## src/rtl/exp_lut_arbiter.sv

```systemverilog
// Round-robin front end that shares one fixed-latency exp LUT between N_REQ requesters,
// tagging each issue with its requester and returning results through a credit-protected FIFO.
module exp_lut_arbiter #(
    parameter int WIDTH      = 32,
    parameter int N_REQ      = 4,
    parameter int LUT_LAT    = 1,
    parameter int FIFO_DEPTH = 4,
    parameter int IDW        = (N_REQ > 1) ? $clog2(N_REQ) : 1
) (
    input  logic                   clk,
    input  logic                   rst_n,
    input  logic [N_REQ-1:0]       req_valid,
    input  logic [N_REQ*WIDTH-1:0] req_a,
    output logic [N_REQ-1:0]       req_ready,
    output logic                   lut_valid_in,
    output logic [WIDTH-1:0]       lut_a,
    input  logic [WIDTH-1:0]       lut_result,
    input  logic                   lut_valid_out,
    output logic                   rsp_valid,
    input  logic                   rsp_ready,
    output logic [WIDTH-1:0]       rsp_data,
    output logic [IDW-1:0]         rsp_id,
    output logic                   busy,
    output logic                   err_orphan
);
    localparam int CW = $clog2(FIFO_DEPTH + 1);
    localparam int AW = $clog2(FIFO_DEPTH);

    logic                 arb_en;
    logic [IDW-1:0]       rr_ptr;
    logic [CW-1:0]        inflight;
    logic [CW-1:0]        fifo_count;
    logic [CW:0]          outstanding;
    logic [CW:0]          credit_used;
    logic                 can_issue;
    logic                 found;
    logic [IDW-1:0]       grant_id;
    logic [2*N_REQ-1:0]   req_rot;
    logic                 xfer;
    logic                 retire;
    logic                 push;
    logic                 pop;
    logic [LUT_LAT:0]     tag_vld_p;
    logic [IDW-1:0]       tag_id_p [LUT_LAT+1];
    logic [WIDTH-1:0]     fifo_data [FIFO_DEPTH];
    logic [IDW-1:0]       fifo_id [FIFO_DEPTH];
    logic [AW-1:0]        wr_ptr;
    logic [AW-1:0]        rd_ptr;

    // Arbitration: a pop in this cycle frees its credit for the arbiter immediately
    assign outstanding = {1'b0, inflight} + {1'b0, fifo_count};
    assign credit_used = outstanding - (CW+1)'(pop);
    assign can_issue   = arb_en && (credit_used < (CW+1)'(FIFO_DEPTH));
    assign req_rot     = {req_valid, req_valid} >> rr_ptr;

    always_comb begin
        found    = 1'b0;
        grant_id = '0;
        for (int j = 0; j < N_REQ; j++) begin
            if (!found && req_rot[j]) begin
                found    = 1'b1;
                grant_id = IDW'((int'(rr_ptr) + j) % N_REQ);
            end
        end
    end

    always_comb begin
        req_ready = '0;
        if (found && can_issue) req_ready[grant_id] = 1'b1;
    end

    assign xfer = found && can_issue;

    always_ff @(posedge clk or negedge rst_n) begin
        if (!rst_n) begin
            arb_en <= 1'b0;
            rr_ptr <= '0;
        end else begin
            arb_en <= 1'b1;
            if (xfer) rr_ptr <= IDW'((int'(grant_id) + 1) % N_REQ);
        end
    end

    // Issue stage: registered strobe and argument toward the LUT
    always_ff @(posedge clk or negedge rst_n) begin
        if (!rst_n) begin
            lut_valid_in <= 1'b0;
            lut_a        <= '0;
        end else begin
            lut_valid_in <= xfer;
            if (xfer) lut_a <= req_a[int'(grant_id)*WIDTH +: WIDTH];
        end
    end

    // Tag pipe: stage 0 tracks lut_valid_in, stage LUT_LAT lines up with lut_valid_out
    always_ff @(posedge clk or negedge rst_n) begin
        if (!rst_n) begin
            tag_vld_p <= '0;
            for (int s = 0; s <= LUT_LAT; s++) tag_id_p[s] <= '0;
        end else begin
            tag_vld_p   <= {tag_vld_p[LUT_LAT-1:0], xfer};
            tag_id_p[0] <= grant_id;
            for (int s = 1; s <= LUT_LAT; s++) tag_id_p[s] <= tag_id_p[s-1];
        end
    end

    assign retire = tag_vld_p[LUT_LAT];
    assign push   = lut_valid_out && retire;
    assign pop    = rsp_valid && rsp_ready;

    // Retire stage: any tag/valid disagreement is flagged; the credit is released either way
    always_ff @(posedge clk or negedge rst_n) begin
        if (!rst_n) begin
            inflight   <= '0;
            fifo_count <= '0;
            wr_ptr     <= '0;
            rd_ptr     <= '0;
            err_orphan <= 1'b0;
        end else begin
            inflight   <= inflight + CW'(xfer) - CW'(retire);
            fifo_count <= fifo_count + CW'(push) - CW'(pop);
            if (push) wr_ptr <= wr_ptr + AW'(1);
            if (pop)  rd_ptr <= rd_ptr + AW'(1);
            if (lut_valid_out != retire) err_orphan <= 1'b1;
        end
    end

    always_ff @(posedge clk) begin
        if (push) begin
            fifo_data[wr_ptr] <= lut_result;
            fifo_id[wr_ptr]   <= tag_id_p[LUT_LAT];
        end
    end

    // Response stage: first-word-fall-through head, forced to zero while empty
    assign rsp_valid = (fifo_count != '0);
    assign rsp_data  = rsp_valid ? fifo_data[rd_ptr] : '0;
    assign rsp_id    = rsp_valid ? fifo_id[rd_ptr] : '0;
    assign busy      = (outstanding != '0) || lut_valid_in;

endmodule

```

## config.mk

```make
export PLATFORM = sky130hd
export DESIGN_NAME = exp_lut_arbiter
export DESIGN_NICKNAME = d
export VERILOG_FILES = /design/src/rtl/exp_lut_arbiter.sv
export SDC_FILE = /design/constraint.sdc
export NUM_CORES = 1
export LEC_CHECK = 0
export CORE_ASPECT_RATIO = 1.25
export CORE_UTILIZATION = 52
export CTS_CLUSTER_DIAMETER = 80
export DETAILED_ROUTE_END_ITERATION = 6
export PLACE_DENSITY = 0.86
export SYNTH_ARGS = -nofsm -noshare
export SYNTH_HDL_FRONTEND = slang
export SYNTH_SLANG_ARGS = --single-unit
```

## constraint.sdc

```tcl
create_clock -name clk -period 5.7 [get_ports clk]
set_input_delay 0.855 -clock clk [delete_from_list [all_inputs] [get_ports clk]]
set_output_delay 0.855 -clock clk [all_outputs]
set_load 0.005 [all_outputs]
```

# Word-level counts from Yosys, hierarchy flattened
# Memory sizes are Yosys's and may differ from the RTL's.
# Cells that the tools add are included.
[op_classes]
eq_ne = 1
addsub = 12
shifts = 2
order_cmp = 3
muxes = 15
reduce_logical = 14
[op_table]
columns = ["cell", "count"]
rows = [
  ["128-bit by 8-bit variable part select with 32-bit output", 1],
  ["32-bit 2-to-1 mux", 1],
  ["2-bit 2-to-1 mux", 5],
  ["2-bit by 1-bit adder with 2-bit output, second input constant", 4],
  ["1-bit logical AND", 8],
  ["8-bit by 2-bit >> shifter with 4-bit output", 1],
  ["1-bit 2-to-1 mux", 7],
  ["3-bit by 1-bit adder with 3-bit output", 2],
  ["3-bit by 1-bit subtractor with 3-bit output", 2],
  ["2-bit adder, second input constant", 2],
  ["3-bit by 3-bit adder with 4-bit output", 1],
  ["4-bit by 3-bit < comparator with 1-bit output, second input constant", 1],
  ["4-bit 2-to-1 mux", 1],
  ["4-bit nonzero test", 1],
  ["4-bit by 1-bit subtractor with 4-bit output", 1],
  ["1-bit zero test", 3],
  ["2-bit by 3-bit < comparator with 1-bit output, second input constant", 1],
  ["3-bit nonzero test", 1],
  ["1-bit demux with 2-bit select", 1],
  ["2-bit by 1-bit greater-or-equal comparator with 1-bit output, second input constant", 1],
  ["1-bit logical OR", 1],
  ["1-bit != test", 1],
]
[word_totals]
in_bits = 168
wordCells = 61
ramBits = 136
mem_count = 2
reg_bits = 53
output_inout_bits = 74
[mem_list]
columns = ["memory", "words", "width", "read_ports", "rd_ports_with_merged_regs", "write_ports", "line_no", "source"]
rows = [
  ["fifo_data", 4, 32, 1, 0, 1, "45", "logic [WIDTH-1:0] fifo_data [FIFO_DEPTH];"],
  ["fifo_id", 4, 2, 1, 0, 1, "46", "logic [IDW-1:0] fifo_id [FIFO_DEPTH];"],
]

# Longest topological paths before layout
[depth]
word_depth = 16
ltp_mapped = 13
depth_no_buf = 10

# Worst setup path after synthesis
# OpenSTA, ideal clock, no wires.
[synth_path]
path_kind = "register -> register"
from = "register fifo_count[0]"
to = "register inflight[2]"
stages_incl_launch_ff = 14
required_time_ns = 5.577
setup_ns = 0.123
path_buffers = 3
arrival_time_ns = 3.469
synth_period_minus_slack_ns = 3.591
setup_slack_ns = 2.109
path_cell_list = "dfrtp_1 ha_1 fa_1 or4_1 and3_1 buf_6 or3_1 buf_6 buf_6 ha_1 inv_1 ha_1 fa_1 xnor2_1"
[synth_via]
elab_chain_len = 8
word_cells_on_any_way = 9
classes_between = "add/sub (4); order compare (1); reduce/logical (4)"
[synth_lines]
columns = ["item", "line_no", "source"]
rows = [
  ["start, declared", "32", "logic [CW-1:0] fifo_count;"],
  ["start signal, assigned", "121", "fifo_count <= fifo_count + CW'(push) - CW'(pop);"],
  ["branches (longest 2 deep; another with 3-bit by 3-bit adder with 4-bit output)", "n/a", ""],
  ["4-bit by 1-bit subtractor with 4-bit output *", "52", "assign credit_used = outstanding - (CW+1)'(pop);"],
  ["4-bit by 3-bit < comparator with 1-bit output *", "53", "assign can_issue = arb_en && (credit_used < (CW+1)'(FIFO_DEPTH));"],
  ["1-bit logical AND *", "53", ""],
  ["1-bit logical AND *", "72", "assign xfer = found && can_issue;"],
  ["3-bit by 1-bit adder with 3-bit output *", "120", "inflight <= inflight + CW'(xfer) - CW'(retire);"],
  ["3-bit by 1-bit subtractor with 3-bit output *", "120", ""],
  ["end signal, assigned", "120", ""],
  ["end, declared", "31", "logic [CW-1:0] inflight;"],
]
# Mark *: on every way between the ends.
# A chain may end at the register's enable or synchronous reset.

# Worst setup path in the final report
[layout_path]
from = "register fifo_count[0]"
to = "output port req_ready[0]"
[layout_via]
elab_chain_len = 7
word_cells_on_any_way = 8
classes_between = "add/sub (2); order compare (1); mux (1); reduce/logical (4)"
[layout_lines]
columns = ["item", "line_no", "source"]
rows = [
  ["branches (longest 2 deep; another with 3-bit by 3-bit adder with 4-bit output)", "n/a", ""],
  ["4-bit by 1-bit subtractor with 4-bit output *", "52", ""],
  ["4-bit by 3-bit < comparator with 1-bit output *", "53", ""],
  ["1-bit logical AND *", "53", ""],
  ["1-bit logical AND *", "n/a", ""],
  ["net xfer", "39", "logic xfer;"],
  ["4-bit 2-to-1 mux *", "69", "if (found && can_issue) req_ready[grant_id] = 1'b1;"],
  ["end, declared", "14", "output logic [N_REQ-1:0] req_ready,"],
]
# Mark *: on every way through the listed nets, which the timed path passes.

==> summary.md <==
| Metric | Value |
|---|---|
| Status | completed |
| Commonest non-fill, non-tap cell in the layout | clkdlybuf4s50_1 |
| HPWL after detailed placement | 15.2 mm |
| Setup TNS | 0 ns |
| Unrepaired setup endpoints after global routing | false |
| Cells resized by post-CTS repair | 0 |
| CTS HTree Levels | 4 |
| GP Congestion | 0.943 |
| Final setup viols | 0 |
| Critical path fanouts, max | 35 |
| Clock skew | 0.00913 ns |
| Power, Total | 0.00565 W |
| Global Route Usage Sum | 26.1% |
| Vias/cell | 5.81 |
| DR WL/cell | 20.8 µm |
| Area growth syn-to-layout | 36.6% |
| Hold-fix buffers, CTS | 0 |
| First DRT Iteration DRCs | 293 |
| Power Density | 480 mW/mm² |
| Vias in the first global route | 6,196 |
| Reg2Reg Depth | 12 |
| Post-Syn Area | 0.00861 mm² |
| Most frequent cells in the layout | 240 x clkdlybuf4s50_1, 136 x edfxtp_1, 66 x o31ai_1 |
| Maximum vdd drop | 0.306 mV |
| Clock buffer count from CTS | 17 |
| CTS Root Buffer Type | clkbuf_16 |
| Total wire length | 21.5 mm |
| Max_cap viols | 0 |
| Worst Tran Pin Value | 1.06 ns |
| # rows | 52 |
| HP Class | reg2reg |
| Count of distinct cell types in the synthesized netlist | 33 |
| Final nets | 991 |
| Die height | 146 µm |
| ANT nets after route | 0 |
| Period utilization | 88.2% |
| #FFs+latches synth | 188 |
| Routed vias | 6,004 |
| Hold Crit Depth | 0 |
| Number of port buffers | 241 |
| First-pass GRT wire length | 32.8 mm |
| Initial Util | 53.2% |
| Pins Over Slew Limit | 0 |
| Post-CTS Setup Inserts | 0 |
| Post-Syn Nets | 774 |
| CP required | 4.85 ns |
| TritonRoute pass-1 iters | 4 |
| Post-route minimum period | 5.03 ns |
| Core area | 0.0162 mm² |
| Clock Latency Late Sink | 0.42 ns |
| CTS tree | built |
| Total leakage power | 4.34 nW |
| Share of cells above drive strength 1 | 11.0% |
| Die width | 117 µm |
| Number of placed I/O pins | 242 |
| Slew headroom | 29.3% |
| Initial antenna violation count | 1 |
| Mapped Cells | 587 |
| Type of origin of the critical path | flop |
| Sink Count | 188 |
| Fmax | 199 MHz |
| Avg Inst Size Synth | 14.7 µm² |
| Clock-pin transition on the worst setup and hold timing paths | 0.07 ns |
| DR DRC count | 0 |
| Final hold vios | 0 |
| GRT overflow | 0 |
| Largest net degree at the start of global routing | 66 |
| Post-synthesis sequential area ratio | 62.5% |
| WS Path Type | reg2out |
| CP Capture Type | output port |
| Worst Path Arrival | 4.17 ns |
| Max clock buf depth | 2 |
| Die ar. | 0.0171 mm² |
| Syn. warnings | 0 |
## worst max-delay path, stage by stage, from the launching register on
cell and delay (ns):
dfrtp_1 0.44, ha_1 0.24, fa_1 0.48, or4_1 0.58, and3_1 0.22, buf_4 0.24
or3_1 0.38, buf_4 0.25, inv_2 0.16, and2_1 0.14, clkdlybuf4s50_1 0.58
## sequential cells by signal (all words and copies together) (netlist names)
signal and flops:
arb_en 1, err_orphan 1, fifo_count 3, fifo_data 128
fifo_id 8, inflight 3, lut_a 32, rd_ptr 2
rr_ptr 2, tag_id_p 4, tag_vld_p 2, wr_ptr 2
## through the flow
stage	area (µm²)	util [%]	hold slack [ns]	std cells	setup WS (ns)
finish	11800	72.6	0.367	1034	0.674
global route	11800	72.6	0.378	1034	0.579
CTS	11800	72.6	0.371	1033	0.690
detailed placement	11200	68.9	0.336	1001	0.966
global placement	11200	68.9	0.338	1001	1.02
floorplan	8610	-	0.331	587	2.11
## power breakdown
part	internal (W)	switching (W)
clock	0.000630	0.000541
combinational	0.00133	0.00122
sequential	0.00173	0.000203
## path summary, 6_finish.rpt
| kind | start | endpoint | slack, ns |
|---|---|---|---|
| worst max-delay path | fifo_count[0]$_DFF_PN0_ | req_ready[0] | 0.67 |
| worst min-delay path | tag_id_p[3]$_DFF_PN0_ | tag_id_p[1]$_DFF_PN0_ | 0.37 |
| worst max register to register | fifo_count[0]$_DFF_PN0_ | inflight[2]$_DFF_PN0_ | 1.64 |
| worst min register to register | tag_id_p[3]$_DFF_PN0_ | tag_id_p[1]$_DFF_PN0_ | 0.37 |
| max in group asynchronous | rst_n | rd_ptr[0]$_DFFE_PN0N_ | 4.68 |
| min in group asynchronous | rst_n | arb_en$_DFF_PN0_ | 0.54 |
## area by class of cell
type                       count  area (µm²)
sequential                   188        5390
inverter                      20        75.1
tap                          216         270
fill                        1028        4430
clock inverter                14         171
multi-input combinational    324        2940
timing repair buffer         253        2500
clock buffer                  18         429
antenna                        1        2.50
## logic make-up (layout without fill, tap and decap cells)
kind of cell             count (synthesis)  in the layout  synth area share [%]
buffers and inverters                   75            305                  3.72
XOR/XNOR                                 7              7                 0.712
AO/OA/AOI/OAI                          143            143                  12.4
AND/OR/NAND/NOR                        119            119                  8.58
multiplexers                            35             35                  9.02
flip-flops                             188            188                  62.5
other                                    1              2                0.0435
adder cells (fa/ha/maj)                 19             19                  3.02
## cell usage after synthesis, drive strengths merged
| cell | number | area [µm²] |
|---|---|---|
| and3 | 65 | 407 |
| dfrtp | 52 | 1300 |
| o221ai | 1 | 8.76 |
| a211oi | 65 | 488 |
| o22ai | 1 | 6.26 |
| a211o | 1 | 8.76 |
| fa | 3 | 60.1 |
| edfxtp | 136 | 4080 |
| mux2 | 1 | 11.3 |
| mux4 | 34 | 766 |
| xor2 | 2 | 17.5 |
| xnor2 | 5 | 43.8 |
| ha | 16 | 200 |
| o21ai | 3 | 15.0 |
| nor2 | 1 | 3.75 |
| a21o | 1 | 7.51 |
| nand2b | 2 | 12.5 |
| conb | 1 | 3.75 |
| a311o | 1 | 10.0 |
| a21oi | 3 | 15.0 |
| o31ai | 67 | 508 |
| inv | 20 | 75.1 |
| or2 | 1 | 6.26 |
| or4 | 2 | 15.0 |
| and2 | 44 | 275 |
| clkbuf | 44 | 165 |
| or3 | 2 | 12.5 |
| nand2 | 2 | 7.51 |
| buf | 11 | 80.1 |
## metal layers
metal / track usage [%] / wire length [µm] / part of all wire (%)
met5: 0 / 0 / 0
met4: 11.0 / 695 / 3.2
met3: 7.33 / 1630 / 7.6
met2: 43.0 / 10900 / 51
met1: 32.2 / 8270 / 39
Power figures use the tool's default switching activity.
